`config.mk`:
```
export PLATFORM = sky130hd
export DESIGN_NAME = vend_sequencer_flat
export DESIGN_NICKNAME = d
export VERILOG_FILES = /design/src/rtl/vend_pkg.sv /design/src/rtl/vend_sequencer_if.sv /design/src/rtl/vend_slot_table.sv /design/src/rtl/vend_sequencer.sv /design/src/flat_wrapper.sv
export SDC_FILE = /design/constraint.sdc
export NUM_CORES = 1
export LEC_CHECK = 0
export ABC_CLOCK_PERIOD_IN_PS = 4900
export CAP_MARGIN = 20
export CORE_ASPECT_RATIO = 1.25
export CORE_MARGIN = 3
export CORE_UTILIZATION = 30
export DETAILED_ROUTE_END_ITERATION = 16
export GPL_TIMING_DRIVEN = 0
export PLACE_DENSITY_LB_ADDON = 0.1
export SLEW_MARGIN = 20
export SYNTH_ARGS = -nofsm -noshare
export SYNTH_HDL_FRONTEND = slang
export SYNTH_SLANG_ARGS = --single-unit
```
`constraint.sdc`:
```
create_clock -name clk -period 4.9 [get_ports clk]
set_input_delay 0.735 -clock clk [delete_from_list [all_inputs] [get_ports clk]]
set_output_delay 0.735 -clock clk [all_outputs]
set_load 0.01 [all_outputs]
```
`src/rtl/vend_pkg.sv`:
```
// ---------------------------------------------------------------------------
// vend_pkg
// Shared definitions for the vending transaction controller: coin and change
// encodings, sequencer states, default sizing, and the coin-to-credit helper.
// Credit is always counted in 5-unit steps.
// ---------------------------------------------------------------------------
package vend_pkg;

    localparam int VEND_NUM_ITEMS  = 4;
    localparam int VEND_CREDIT_W   = 5;
    localparam int VEND_STOCK_W    = 4;
    localparam int VEND_STOCK_INIT = 8;
    localparam int VEND_DEF_PRICE  = 3;
    localparam int VEND_TIMEOUT    = 64;

    typedef enum logic [1:0] {
        COIN_NONE = 2'b00,
        COIN_5    = 2'b01,
        COIN_10   = 2'b10,
        COIN_BAD  = 2'b11
    } coin_e;

    typedef enum logic [1:0] {
        CHG_NONE = 2'b00,
        CHG_5    = 2'b01,
        CHG_10   = 2'b10
    } change_e;

    typedef enum logic [1:0] {
        ST_IDLE     = 2'b00,
        ST_CREDIT   = 2'b01,
        ST_DISPENSE = 2'b10,
        ST_CHANGE   = 2'b11
    } state_e;

    // Credit value of a coin code in steps; invalid or absent coins are worth 0.
    function automatic logic [1:0] coin_steps(input logic [1:0] code);
        logic [1:0] steps;
        case (code)
            COIN_5:  steps = 2'd1;
            COIN_10: steps = 2'd2;
            default: steps = 2'd0;
        endcase
        return steps;
    endfunction

endpackage

```
`src/rtl/vend_sequencer_if.sv`:
```
// ---------------------------------------------------------------------------
// vend_sequencer_if
// Bundles every sequencer signal except clk/rst.
//   master : coin/keypad front end, config agent and dispenser side
//            (drives coin, sel_*, cancel, cfg_*, restock, disp_done)
//   slave  : vend_sequencer (drives disp_req/idx, change, credit, busy and
//            the one-cycle status pulses)
// ---------------------------------------------------------------------------
interface vend_sequencer_if
    import vend_pkg::*;
#(
    parameter int CREDIT_W = VEND_CREDIT_W,
    parameter int IDX_W    = 2
);
    logic [1:0]          coin;
    logic                sel_valid;
    logic [IDX_W-1:0]    sel_idx;
    logic                cancel;
    logic                cfg_we;
    logic                restock;
    logic [IDX_W-1:0]    cfg_idx;
    logic [CREDIT_W-1:0] cfg_price;
    logic                disp_req;
    logic [IDX_W-1:0]    disp_idx;
    logic                disp_done;
    logic [1:0]          change;
    logic [CREDIT_W-1:0] credit;
    logic                busy;
    logic                coin_reject;
    logic                sold_out;
    logic                short_pay;

    modport master (
        output coin, sel_valid, sel_idx, cancel, cfg_we, restock,
               cfg_idx, cfg_price, disp_done,
        input  disp_req, disp_idx, change, credit, busy,
               coin_reject, sold_out, short_pay
    );

    modport slave (
        input  coin, sel_valid, sel_idx, cancel, cfg_we, restock,
               cfg_idx, cfg_price, disp_done,
        output disp_req, disp_idx, change, credit, busy,
               coin_reject, sold_out, short_pay
    );

endinterface

```
`src/rtl/vend_slot_table.sv`:
```
// ---------------------------------------------------------------------------
// vend_slot_table
// Per-slot price and stock register file.
//   clk, rst              : clock, synchronous active-high reset
//   rd_idx -> rd_price/rd_stock : combinational read port
//   dec_en, dec_idx       : take one item from a slot (saturates at 0)
//   cfg_en                : gate for cfg_we/restock (sequencer idle)
//   cfg_we, cfg_idx, cfg_price : price write; a price of 0 is ignored
//   restock               : reload cfg_idx stock to STOCK_INIT
// ---------------------------------------------------------------------------
module vend_slot_table
    import vend_pkg::*;
#(
    parameter int NUM_ITEMS  = VEND_NUM_ITEMS,
    parameter int CREDIT_W   = VEND_CREDIT_W,
    parameter int STOCK_W    = VEND_STOCK_W,
    parameter int STOCK_INIT = VEND_STOCK_INIT,
    parameter int DEF_PRICE  = VEND_DEF_PRICE,
    parameter int IDX_W      = $clog2(NUM_ITEMS)
) (
    input  logic                clk,
    input  logic                rst,
    input  logic [IDX_W-1:0]    rd_idx,
    output logic [CREDIT_W-1:0] rd_price,
    output logic [STOCK_W-1:0]  rd_stock,
    input  logic                dec_en,
    input  logic [IDX_W-1:0]    dec_idx,
    input  logic                cfg_en,
    input  logic                cfg_we,
    input  logic                restock,
    input  logic [IDX_W-1:0]    cfg_idx,
    input  logic [CREDIT_W-1:0] cfg_price
);

    localparam logic [CREDIT_W-1:0] PRICE_RST = CREDIT_W'(DEF_PRICE);
    localparam logic [STOCK_W-1:0]  STOCK_RST = STOCK_W'(STOCK_INIT);
    localparam logic [STOCK_W-1:0]  STOCK_ONE = {{(STOCK_W-1){1'b0}}, 1'b1};
    localparam logic [STOCK_W-1:0]  STOCK_NIL = {STOCK_W{1'b0}};
    localparam logic [CREDIT_W-1:0] PRICE_NIL = {CREDIT_W{1'b0}};

    logic [CREDIT_W-1:0] price_r [NUM_ITEMS];
    logic [STOCK_W-1:0]  stock_r [NUM_ITEMS];

    assign rd_price = price_r[rd_idx];
    assign rd_stock = stock_r[rd_idx];

    // Price and stock storage with idle-only config and saturating decrement.
    always_ff @(posedge clk) begin
        if (rst) begin
            for (int i = 0; i < NUM_ITEMS; i++) begin
                price_r[i] <= PRICE_RST;
                stock_r[i] <= STOCK_RST;
            end
        end else begin
            for (int i = 0; i < NUM_ITEMS; i++) begin
                if (cfg_en && cfg_we && (cfg_idx == IDX_W'(i)) && (cfg_price != PRICE_NIL)) begin
                    price_r[i] <= cfg_price;
                end
                if (cfg_en && restock && (cfg_idx == IDX_W'(i))) begin
                    stock_r[i] <= STOCK_RST;
                end else if (dec_en && (dec_idx == IDX_W'(i)) && (stock_r[i] != STOCK_NIL)) begin
                    stock_r[i] <= stock_r[i] - STOCK_ONE;
                end
            end
        end
    end

endmodule

```
`src/rtl/vend_sequencer.sv`:
```
// ---------------------------------------------------------------------------
// vend_sequencer
// Sequences one vending sale: accumulate credit, judge a selection against
// the slot's price and stock, hold the dispense handshake, then pay change
// one coin per cycle. Every output is registered.
//   clk, rst : clock, synchronous active-high reset
//   bus      : vend_sequencer_if.slave (coin, selection, cancel, config,
//              dispense handshake, change, credit, busy, status pulses)
// Within one CREDIT cycle cancel beats sel_valid beats coin; a coin that
// loses to cancel or a selection is returned, and the selection is judged
// on the credit held before that cycle's coin.
// ---------------------------------------------------------------------------
module vend_sequencer
    import vend_pkg::*;
#(
    parameter int NUM_ITEMS  = VEND_NUM_ITEMS,
    parameter int CREDIT_W   = VEND_CREDIT_W,
    parameter int STOCK_W    = VEND_STOCK_W,
    parameter int STOCK_INIT = VEND_STOCK_INIT,
    parameter int DEF_PRICE  = VEND_DEF_PRICE,
    parameter int TIMEOUT    = VEND_TIMEOUT
) (
    input  logic             clk,
    input  logic             rst,
    vend_sequencer_if.slave  bus
);

    localparam int IDX_W = $clog2(NUM_ITEMS);
    localparam int TMO_W = $clog2(TIMEOUT);

    localparam logic [CREDIT_W-1:0] CR_NIL   = {CREDIT_W{1'b0}};
    localparam logic [CREDIT_W-1:0] CR_ONE   = {{(CREDIT_W-1){1'b0}}, 1'b1};
    localparam logic [CREDIT_W-1:0] CR_TWO   = {{(CREDIT_W-2){1'b0}}, 2'b10};
    localparam logic [TMO_W-1:0]    TMO_NIL  = {TMO_W{1'b0}};
    localparam logic [TMO_W-1:0]    TMO_ONE  = {{(TMO_W-1){1'b0}}, 1'b1};
    localparam logic [TMO_W-1:0]    TMO_LAST = TMO_W'(TIMEOUT - 1);
    localparam logic [STOCK_W-1:0]  STK_NIL  = {STOCK_W{1'b0}};

    state_e              state_r, state_nx;
    logic [CREDIT_W-1:0] credit_r, credit_nx;
    logic [TMO_W-1:0]    tmo_r, tmo_nx;
    logic                disp_req_r, disp_req_nx;
    logic [IDX_W-1:0]    disp_idx_r, disp_idx_nx;
    logic [1:0]          change_r, change_nx;
    logic                coin_reject_r, coin_reject_nx;
    logic                sold_out_r, sold_out_nx;
    logic                short_pay_r, short_pay_nx;
    logic                busy_r;

    logic [1:0]          coin_steps_s;
    logic                coin_any_s;
    logic                coin_valid_s;
    logic [CREDIT_W:0]   sum_s;
    logic [CREDIT_W-1:0] rd_price_s;
    logic [STOCK_W-1:0]  rd_stock_s;
    logic                dec_en_s;
    logic                cfg_en_s;

    assign coin_steps_s = coin_steps(bus.coin);
    assign coin_any_s   = (bus.coin != COIN_NONE);
    assign coin_valid_s = (bus.coin == COIN_5) || (bus.coin == COIN_10);
    // One extra bit so an overflowing coin can be detected and refused.
    assign sum_s        = {1'b0, credit_r} + {{(CREDIT_W-1){1'b0}}, coin_steps_s};
    assign cfg_en_s     = (state_r == ST_IDLE);

    vend_slot_table #(
        .NUM_ITEMS  (NUM_ITEMS),
        .CREDIT_W   (CREDIT_W),
        .STOCK_W    (STOCK_W),
        .STOCK_INIT (STOCK_INIT),
        .DEF_PRICE  (DEF_PRICE),
        .IDX_W      (IDX_W)
    ) u_slots (
        .clk       (clk),
        .rst       (rst),
        .rd_idx    (bus.sel_idx),
        .rd_price  (rd_price_s),
        .rd_stock  (rd_stock_s),
        .dec_en    (dec_en_s),
        .dec_idx   (bus.sel_idx),
        .cfg_en    (cfg_en_s),
        .cfg_we    (bus.cfg_we),
        .restock   (bus.restock),
        .cfg_idx   (bus.cfg_idx),
        .cfg_price (bus.cfg_price)
    );

    // Next-state and next-output decode for the sale sequence.
    always_comb begin
        state_nx       = state_r;
        credit_nx      = credit_r;
        tmo_nx         = tmo_r;
        disp_req_nx    = disp_req_r;
        disp_idx_nx    = disp_idx_r;
        change_nx      = CHG_NONE;
        coin_reject_nx = 1'b0;
        sold_out_nx    = 1'b0;
        short_pay_nx   = 1'b0;
        dec_en_s       = 1'b0;

        case (state_r)
            ST_IDLE: begin
                tmo_nx = TMO_NIL;
                if (coin_valid_s) begin
                    credit_nx = {{(CREDIT_W-2){1'b0}}, coin_steps_s};
                    state_nx  = ST_CREDIT;
                end else if (bus.coin == COIN_BAD) begin
                    coin_reject_nx = 1'b1;
                end else begin
                    coin_reject_nx = 1'b0;
                end
                // Credit is always zero here, so any selection is short.
                if (bus.sel_valid && (credit_r == CR_NIL)) begin
                    short_pay_nx = 1'b1;
                end else begin
                    short_pay_nx = 1'b0;
                end
            end

            ST_CREDIT: begin
                if (bus.cancel) begin
                    state_nx       = ST_CHANGE;
                    tmo_nx         = TMO_NIL;
                    coin_reject_nx = coin_any_s;
                end else if (bus.sel_valid) begin
                    tmo_nx         = TMO_NIL;
                    coin_reject_nx = coin_any_s;
                    if (rd_stock_s == STK_NIL) begin
                        sold_out_nx = 1'b1;
                    end else if (credit_r < rd_price_s) begin
                        short_pay_nx = 1'b1;
                    end else begin
                        credit_nx   = credit_r - rd_price_s;
                        dec_en_s    = 1'b1;
                        disp_idx_nx = bus.sel_idx;
                        disp_req_nx = 1'b1;
                        state_nx    = ST_DISPENSE;
                    end
                end else if (coin_any_s) begin
                    tmo_nx = TMO_NIL;
                    if (!coin_valid_s || sum_s[CREDIT_W]) begin
                        coin_reject_nx = 1'b1;
                    end else begin
                        credit_nx = sum_s[CREDIT_W-1:0];
                    end
                end else if (tmo_r == TMO_LAST) begin
                    state_nx = ST_CHANGE;
                end else begin
                    tmo_nx = tmo_r + TMO_ONE;
                end
            end

            ST_DISPENSE: begin
                coin_reject_nx = coin_any_s;
                if (bus.disp_done) begin
                    disp_req_nx = 1'b0;
                    state_nx    = (credit_r != CR_NIL) ? ST_CHANGE : ST_IDLE;
                end else begin
                    disp_req_nx = 1'b1;
                end
            end

            ST_CHANGE: begin
                coin_reject_nx = coin_any_s;
                if (credit_r >= CR_TWO) begin
                    change_nx = CHG_10;
                    credit_nx = credit_r - CR_TWO;
                    state_nx  = (credit_r == CR_TWO) ? ST_IDLE : ST_CHANGE;
                end else if (credit_r == CR_ONE) begin
                    change_nx = CHG_5;
                    credit_nx = CR_NIL;
                    state_nx  = ST_IDLE;
                end else begin
                    state_nx = ST_IDLE;
                end
            end

            default: begin
                state_nx    = ST_IDLE;
                credit_nx   = CR_NIL;
                disp_req_nx = 1'b0;
            end
        endcase
    end

    // State and registered-output update; reset drops the sale and its credit.
    always_ff @(posedge clk) begin
        if (rst) begin
            state_r       <= ST_IDLE;
            credit_r      <= CR_NIL;
            tmo_r         <= TMO_NIL;
            disp_req_r    <= 1'b0;
            disp_idx_r    <= {IDX_W{1'b0}};
            change_r      <= CHG_NONE;
            coin_reject_r <= 1'b0;
            sold_out_r    <= 1'b0;
            short_pay_r   <= 1'b0;
            busy_r        <= 1'b0;
        end else begin
            state_r       <= state_nx;
            credit_r      <= credit_nx;
            tmo_r         <= tmo_nx;
            disp_req_r    <= disp_req_nx;
            disp_idx_r    <= disp_idx_nx;
            change_r      <= change_nx;
            coin_reject_r <= coin_reject_nx;
            sold_out_r    <= sold_out_nx;
            short_pay_r   <= short_pay_nx;
            busy_r        <= (state_nx != ST_IDLE);
        end
    end

    assign bus.disp_req    = disp_req_r;
    assign bus.disp_idx    = disp_idx_r;
    assign bus.change      = change_r;
    assign bus.credit      = credit_r;
    assign bus.busy        = busy_r;
    assign bus.coin_reject = coin_reject_r;
    assign bus.sold_out    = sold_out_r;
    assign bus.short_pay   = short_pay_r;

endmodule

```
`src/flat_wrapper.sv`:
```
// flat-port wrapper written by rule: the top's interface ports become plain ports
module vend_sequencer_flat import vend_pkg::*;
#(
    parameter int NUM_ITEMS  = VEND_NUM_ITEMS,
    parameter int CREDIT_W   = VEND_CREDIT_W,
    parameter int STOCK_W    = VEND_STOCK_W,
    parameter int STOCK_INIT = VEND_STOCK_INIT,
    parameter int DEF_PRICE  = VEND_DEF_PRICE,
    parameter int TIMEOUT    = VEND_TIMEOUT
)
  (clk, rst, bus_coin, bus_sel_valid, bus_sel_idx, bus_cancel, bus_cfg_we, bus_restock, bus_cfg_idx, bus_cfg_price, bus_disp_done, bus_disp_req, bus_disp_idx, bus_change, bus_credit, bus_busy, bus_coin_reject, bus_sold_out, bus_short_pay);
  vend_sequencer_if #(.CREDIT_W(CREDIT_W), .IDX_W(2)) bus_i ();
  input  logic clk;
  input  logic rst;
  input wire logic [$bits(bus_i.coin)-1:0] bus_coin;
  input wire logic [$bits(bus_i.sel_valid)-1:0] bus_sel_valid;
  input wire logic [$bits(bus_i.sel_idx)-1:0] bus_sel_idx;
  input wire logic [$bits(bus_i.cancel)-1:0] bus_cancel;
  input wire logic [$bits(bus_i.cfg_we)-1:0] bus_cfg_we;
  input wire logic [$bits(bus_i.restock)-1:0] bus_restock;
  input wire logic [$bits(bus_i.cfg_idx)-1:0] bus_cfg_idx;
  input wire logic [$bits(bus_i.cfg_price)-1:0] bus_cfg_price;
  input wire logic [$bits(bus_i.disp_done)-1:0] bus_disp_done;
  output wire logic [$bits(bus_i.disp_req)-1:0] bus_disp_req;
  output wire logic [$bits(bus_i.disp_idx)-1:0] bus_disp_idx;
  output wire logic [$bits(bus_i.change)-1:0] bus_change;
  output wire logic [$bits(bus_i.credit)-1:0] bus_credit;
  output wire logic [$bits(bus_i.busy)-1:0] bus_busy;
  output wire logic [$bits(bus_i.coin_reject)-1:0] bus_coin_reject;
  output wire logic [$bits(bus_i.sold_out)-1:0] bus_sold_out;
  output wire logic [$bits(bus_i.short_pay)-1:0] bus_short_pay;
  assign bus_i.coin = bus_coin;
  assign bus_i.sel_valid = bus_sel_valid;
  assign bus_i.sel_idx = bus_sel_idx;
  assign bus_i.cancel = bus_cancel;
  assign bus_i.cfg_we = bus_cfg_we;
  assign bus_i.restock = bus_restock;
  assign bus_i.cfg_idx = bus_cfg_idx;
  assign bus_i.cfg_price = bus_cfg_price;
  assign bus_i.disp_done = bus_disp_done;
  assign bus_disp_req = bus_i.disp_req;
  assign bus_disp_idx = bus_i.disp_idx;
  assign bus_change = bus_i.change;
  assign bus_credit = bus_i.credit;
  assign bus_busy = bus_i.busy;
  assign bus_coin_reject = bus_i.coin_reject;
  assign bus_sold_out = bus_i.sold_out;
  assign bus_short_pay = bus_i.short_pay;
  vend_sequencer #(.NUM_ITEMS(NUM_ITEMS), .CREDIT_W(CREDIT_W), .STOCK_W(STOCK_W), .STOCK_INIT(STOCK_INIT), .DEF_PRICE(DEF_PRICE), .TIMEOUT(TIMEOUT)) u_core (.clk(clk), .rst(rst), .bus(bus_i));
endmodule
```
==> results.toml <==
[run_status]
run_status = "finished clean"

[logic_synthesis]
synth_area_um2 = 3600
yosys.cell_types.count = 68
post_synth.cell_area_avg_um2 = 10.0
async_reset_ff_share_pct = 0
yosysMostFrequentCell = "sky130_fd_sc_hd__nor2_1"
synthCells = 359
postSynthRegisterBits = 58
post_synth_top_area_cell = "sky130_fd_sc_hd__edfxtp_1"
number_of_enable_flip_flop_cells_after_synthesis = 36
synth_seq_area_share_pct = 42.3
post_synth_top_area_share_pct = 30.0
synth_flop_cell = "sky130_fd_sc_hd__edfxtp_1"
synth.cells.most_frequent = "43 x sky130_fd_sc_hd__nor2_1, 36 x sky130_fd_sc_hd__edfxtp_1, 27 x sky130_fd_sc_hd__inv_1, 22 x sky130_fd_sc_hd__dfxtp_1"
syn_nets = 396
synth.top_cells.by_area = "sky130_fd_sc_hd__edfxtp_1 30%, sky130_fd_sc_hd__dfxtp_1 12%, sky130_fd_sc_hd__ha_1 5.9%"
ys_warn_count = 0

[grt]
grt_start_max_net_pins = 11
grt_pass1_wl_um = 15100
grt_antenna_before_repair = 0
grt_overflow = 0
gr-usage-all-layers_pct = 14.1
grt_pass1_vias = 2999

[setup_path]
regToRegEndpoint = "u_core.u_slots.stock_r[2][0]$_SDFFCE_PN0P_"
timing.rr.start = "u_core.u_slots.price_r[2][1]$_SDFFCE_PN1P_"
crit_required_ns = 4.92
timing.critical_path.from_type = "input port"
worstSetupStartpoint = "bus_sel_idx[0]"
end_point_of_the_critical_path = "u_core.u_slots.stock_r[2][0]$_SDFFCE_PN0P_"
crit_fanout = 10
rr_worst_depth = 9
critical_path.endpoint_type = "flip-flop"
arrival_ns = 3.65
critical_path_class = "input port to flip-flop"
r2r_slack_ns = 2.07

[clock_network]
cts_made_buffers = 9
tritoncts_num_sinks = 58
postCtsHoldBufs = 0
cell_at_the_root_of_the_clock_tree = "sky130_fd_sc_hd__clkbuf_16"
tritoncts = "built"
ctsHtreeMaxLevel = 3
number_of_setup_buffers_added_after_cts = 0
cts-root-to-sink-buffers = 2
insertion_delay_of_the_later_clocked_pin_in_the_worst_skew_pair_ns = 0.33
post_cts.resized_instances = 0
clk_pin_slew_worst_paths_ns = 0.05

[placed_design]
port_buffer_cells = 30
postPlaceCellArea_um2 = 4100
detailedPlacementHpwl_um = 6750
routabilityCongestion = 0.880
post-place-cells = 550

[sta]
hold_ws_ns = 0.473
fin_skew_ns = 0.00511
min_period_over_period_pct = 74.1
layout_min_cycle_time_ns = 3.63
worstMarginPinSlew_ns = 0.685
final_max_slew_viol_count = 0
rsz0062_at_grt = "no"
fmax_ghz = 0.275
hold_viol = 0
worst_slew_margin_pct = 54.4
tns_ns = 0
setup_violations = 0

[detailed_routing]
totalWireLength_um = 8770
detail_route.vias_per_cell = 4.91
drcViolationCount = 0
drtIter0Drc = 96
drtAntennaViolNets = 0
firstDrtPassIters = 4
detail_route.wl_per_cell_um = 15.5
vias = 2781

[floorplanning]
num_rows = 44
coreArea_um2 = 11700
die_outline_area_um2 = 13400
die_w_um = 104
floorplan.die.height_um = 128
floorplan.initialDensity_pct = 30.8
io_pins = 32

[cells_and_area]
multi_input_area_um2 = 1890
layoutNonFillerInstCount = 566
regArea_um2 = 1520
drive_above_1_share_pct = 12.8
post-route-cell-area_um2 = 4400
areaGrowthSynthToFinish_pct = 22.4
final_nets = 437
diode_insertion_count_for_antenna_repair = 0
fill_cells = 1200

[power]
leakage_uw = 0.00158
vdd_drop_max_mv = 0.148
powerDensity_nw_per_um2 = 317

[run]
cap_violations = 0

[min_path]
worst_hold_path_type = "flip-flop to flip-flop"
min_path_cells = 2
[worst max-delay path: stages]
cell and delay, ns:
sky130_fd_sc_hd__clkdlybuf4s50_1 0.49, sky130_fd_sc_hd__buf_4 0.21, sky130_fd_sc_hd__mux4_2 0.52, sky130_fd_sc_hd__ha_1 0.23, sky130_fd_sc_hd__nor2b_1 0.16, sky130_fd_sc_hd__o211ai_1 0.16, sky130_fd_sc_hd__a21oi_4 0.30, sky130_fd_sc_hd__nand3b_4 0.19
sky130_fd_sc_hd__a2111o_1 0.45, sky130_fd_sc_hd__nand2b_1 0.20
[flip-flops by register name, indices dropped and copies added, names as in the netlist]
signal                  count
u_core.bus.disp_idx         2
u_core.bus.coin_reject      1
u_core.bus.sold_out         1
u_core.state_r              2
u_core.bus.busy             1
u_core.bus.disp_req         1
u_core.u_slots.stock_r     16
u_core.tmo_r                6
u_core.u_slots.price_r     20
u_core.bus.short_pay        1
u_core.bus.change           2
u_core.bus.credit           5
[cells in the final DEF, fill, tap and decap left out, types with 3 or more instances in the layout]
master,synthesis,layout
sky130_fd_sc_hd__mux4_2,5,5
sky130_fd_sc_hd__edfxtp_1,36,36
sky130_fd_sc_hd__clkdlybuf4s50_1,0,30
sky130_fd_sc_hd__nand3b_1,6,6
sky130_fd_sc_hd__clkbuf_8,0,3
sky130_fd_sc_hd__ha_1,17,17
sky130_fd_sc_hd__xnor2_1,7,7
sky130_fd_sc_hd__nor2_1,43,43
sky130_fd_sc_hd__o31ai_1,6,6
sky130_fd_sc_hd__a21oi_1,12,12
sky130_fd_sc_hd__nand2b_1,10,10
sky130_fd_sc_hd__a21o_1,3,3
sky130_fd_sc_hd__clkbuf_16,0,10
sky130_fd_sc_hd__buf_4,3,3
sky130_fd_sc_hd__o211ai_1,6,6
sky130_fd_sc_hd__or2_2,6,6
sky130_fd_sc_hd__a211oi_1,3,3
sky130_fd_sc_hd__inv_1,27,27
sky130_fd_sc_hd__and2_1,4,4
sky130_fd_sc_hd__nor3b_1,3,3
sky130_fd_sc_hd__nor2b_1,5,5
sky130_fd_sc_hd__o21ai_0,15,15
sky130_fd_sc_hd__nor3_1,6,6
sky130_fd_sc_hd__buf_2,4,4
sky130_fd_sc_hd__nand3_1,12,12
sky130_fd_sc_hd__mux2i_1,4,4
sky130_fd_sc_hd__or3_1,6,6
sky130_fd_sc_hd__or4_1,3,3
sky130_fd_sc_hd__nor4_1,10,10
sky130_fd_sc_hd__o21bai_1,3,3
sky130_fd_sc_hd__dfxtp_1,22,22
sky130_fd_sc_hd__clkbuf_1,7,9
sky130_fd_sc_hd__nand2_1,17,17
sky130_fd_sc_hd__a41oi_1,3,3
[cells by family (layout without fill, tap and decap cells)]
family | after synthesis | count (layout) | synth area share (%)
mux | 9 | 9 | 4.24
flops | 58 | 58 | 42.3
simple gates | 149 | 149 | 24.0
xor+xnor | 8 | 8 | 1.95
compound gates | 73 | 73 | 15.3
buf+inv | 43 | 89 | 5.25
fa+ha+maj | 19 | 19 | 7.02
[metal layers]
metal / GRT usage [%] / wire length, um
met5: 0 / 0
met1: 16.6 / 3880
met4: 6.03 / 180
met2: 25.4 / 4470
met3: 2.51 / 238
[worst min-delay path by stage]
stage / slack [ns] / startpoint / end
after global placement: 0.46 / u_core.tmo_r[4]$_SDFFE_PP0P_ / u_core.tmo_r[4]$_SDFFE_PP0P_
after floorplan: 0.45 / u_core.tmo_r[4]$_SDFFE_PP0P_ / u_core.tmo_r[4]$_SDFFE_PP0P_
after CTS: 0.48 / u_core.tmo_r[1]$_SDFFE_PP0P_ / u_core.tmo_r[1]$_SDFFE_PP0P_
after global routing: 0.51 / u_core.tmo_r[4]$_SDFFE_PP0P_ / u_core.tmo_r[4]$_SDFFE_PP0P_
after detailed placement: 0.47 / u_core.tmo_r[1]$_SDFFE_PP0P_ / u_core.tmo_r[1]$_SDFFE_PP0P_
final: 0.47 / u_core.tmo_r[1]$_SDFFE_PP0P_ / u_core.tmo_r[1]$_SDFFE_PP0P_
[report_power, final]
group	total, uW	leakage [uW]	internal [uW]	switching, uW
sequential	554	0.000516	539	15.2
clock	628	0.000151	414	214
combinational	214	0.000915	94.6	120
[through the flow]
step	setup WS [ns]	power, uW	utilization [%]
after floorplan	1.76	703	-
after global placement	0.860	778	35.1
after detailed placement	0.867	780	35.1
after CTS	1.22	1420	37.7
after global routing	1.03	1470	37.7
final	1.27	1400	37.7
[layout make-up]
type                            count  area share, %
Buffer                             16           1.99
Clock buffer                       15           6.79
Clock inverter                      1          0.114
Inverter                           27           2.30
Multi-Input combinational cell    258           42.9
Sequential cell                    58           34.5
Tap cell                          161           4.57
Timing Repair Buffer               30           6.82
(Power assumes the default switching activity.)
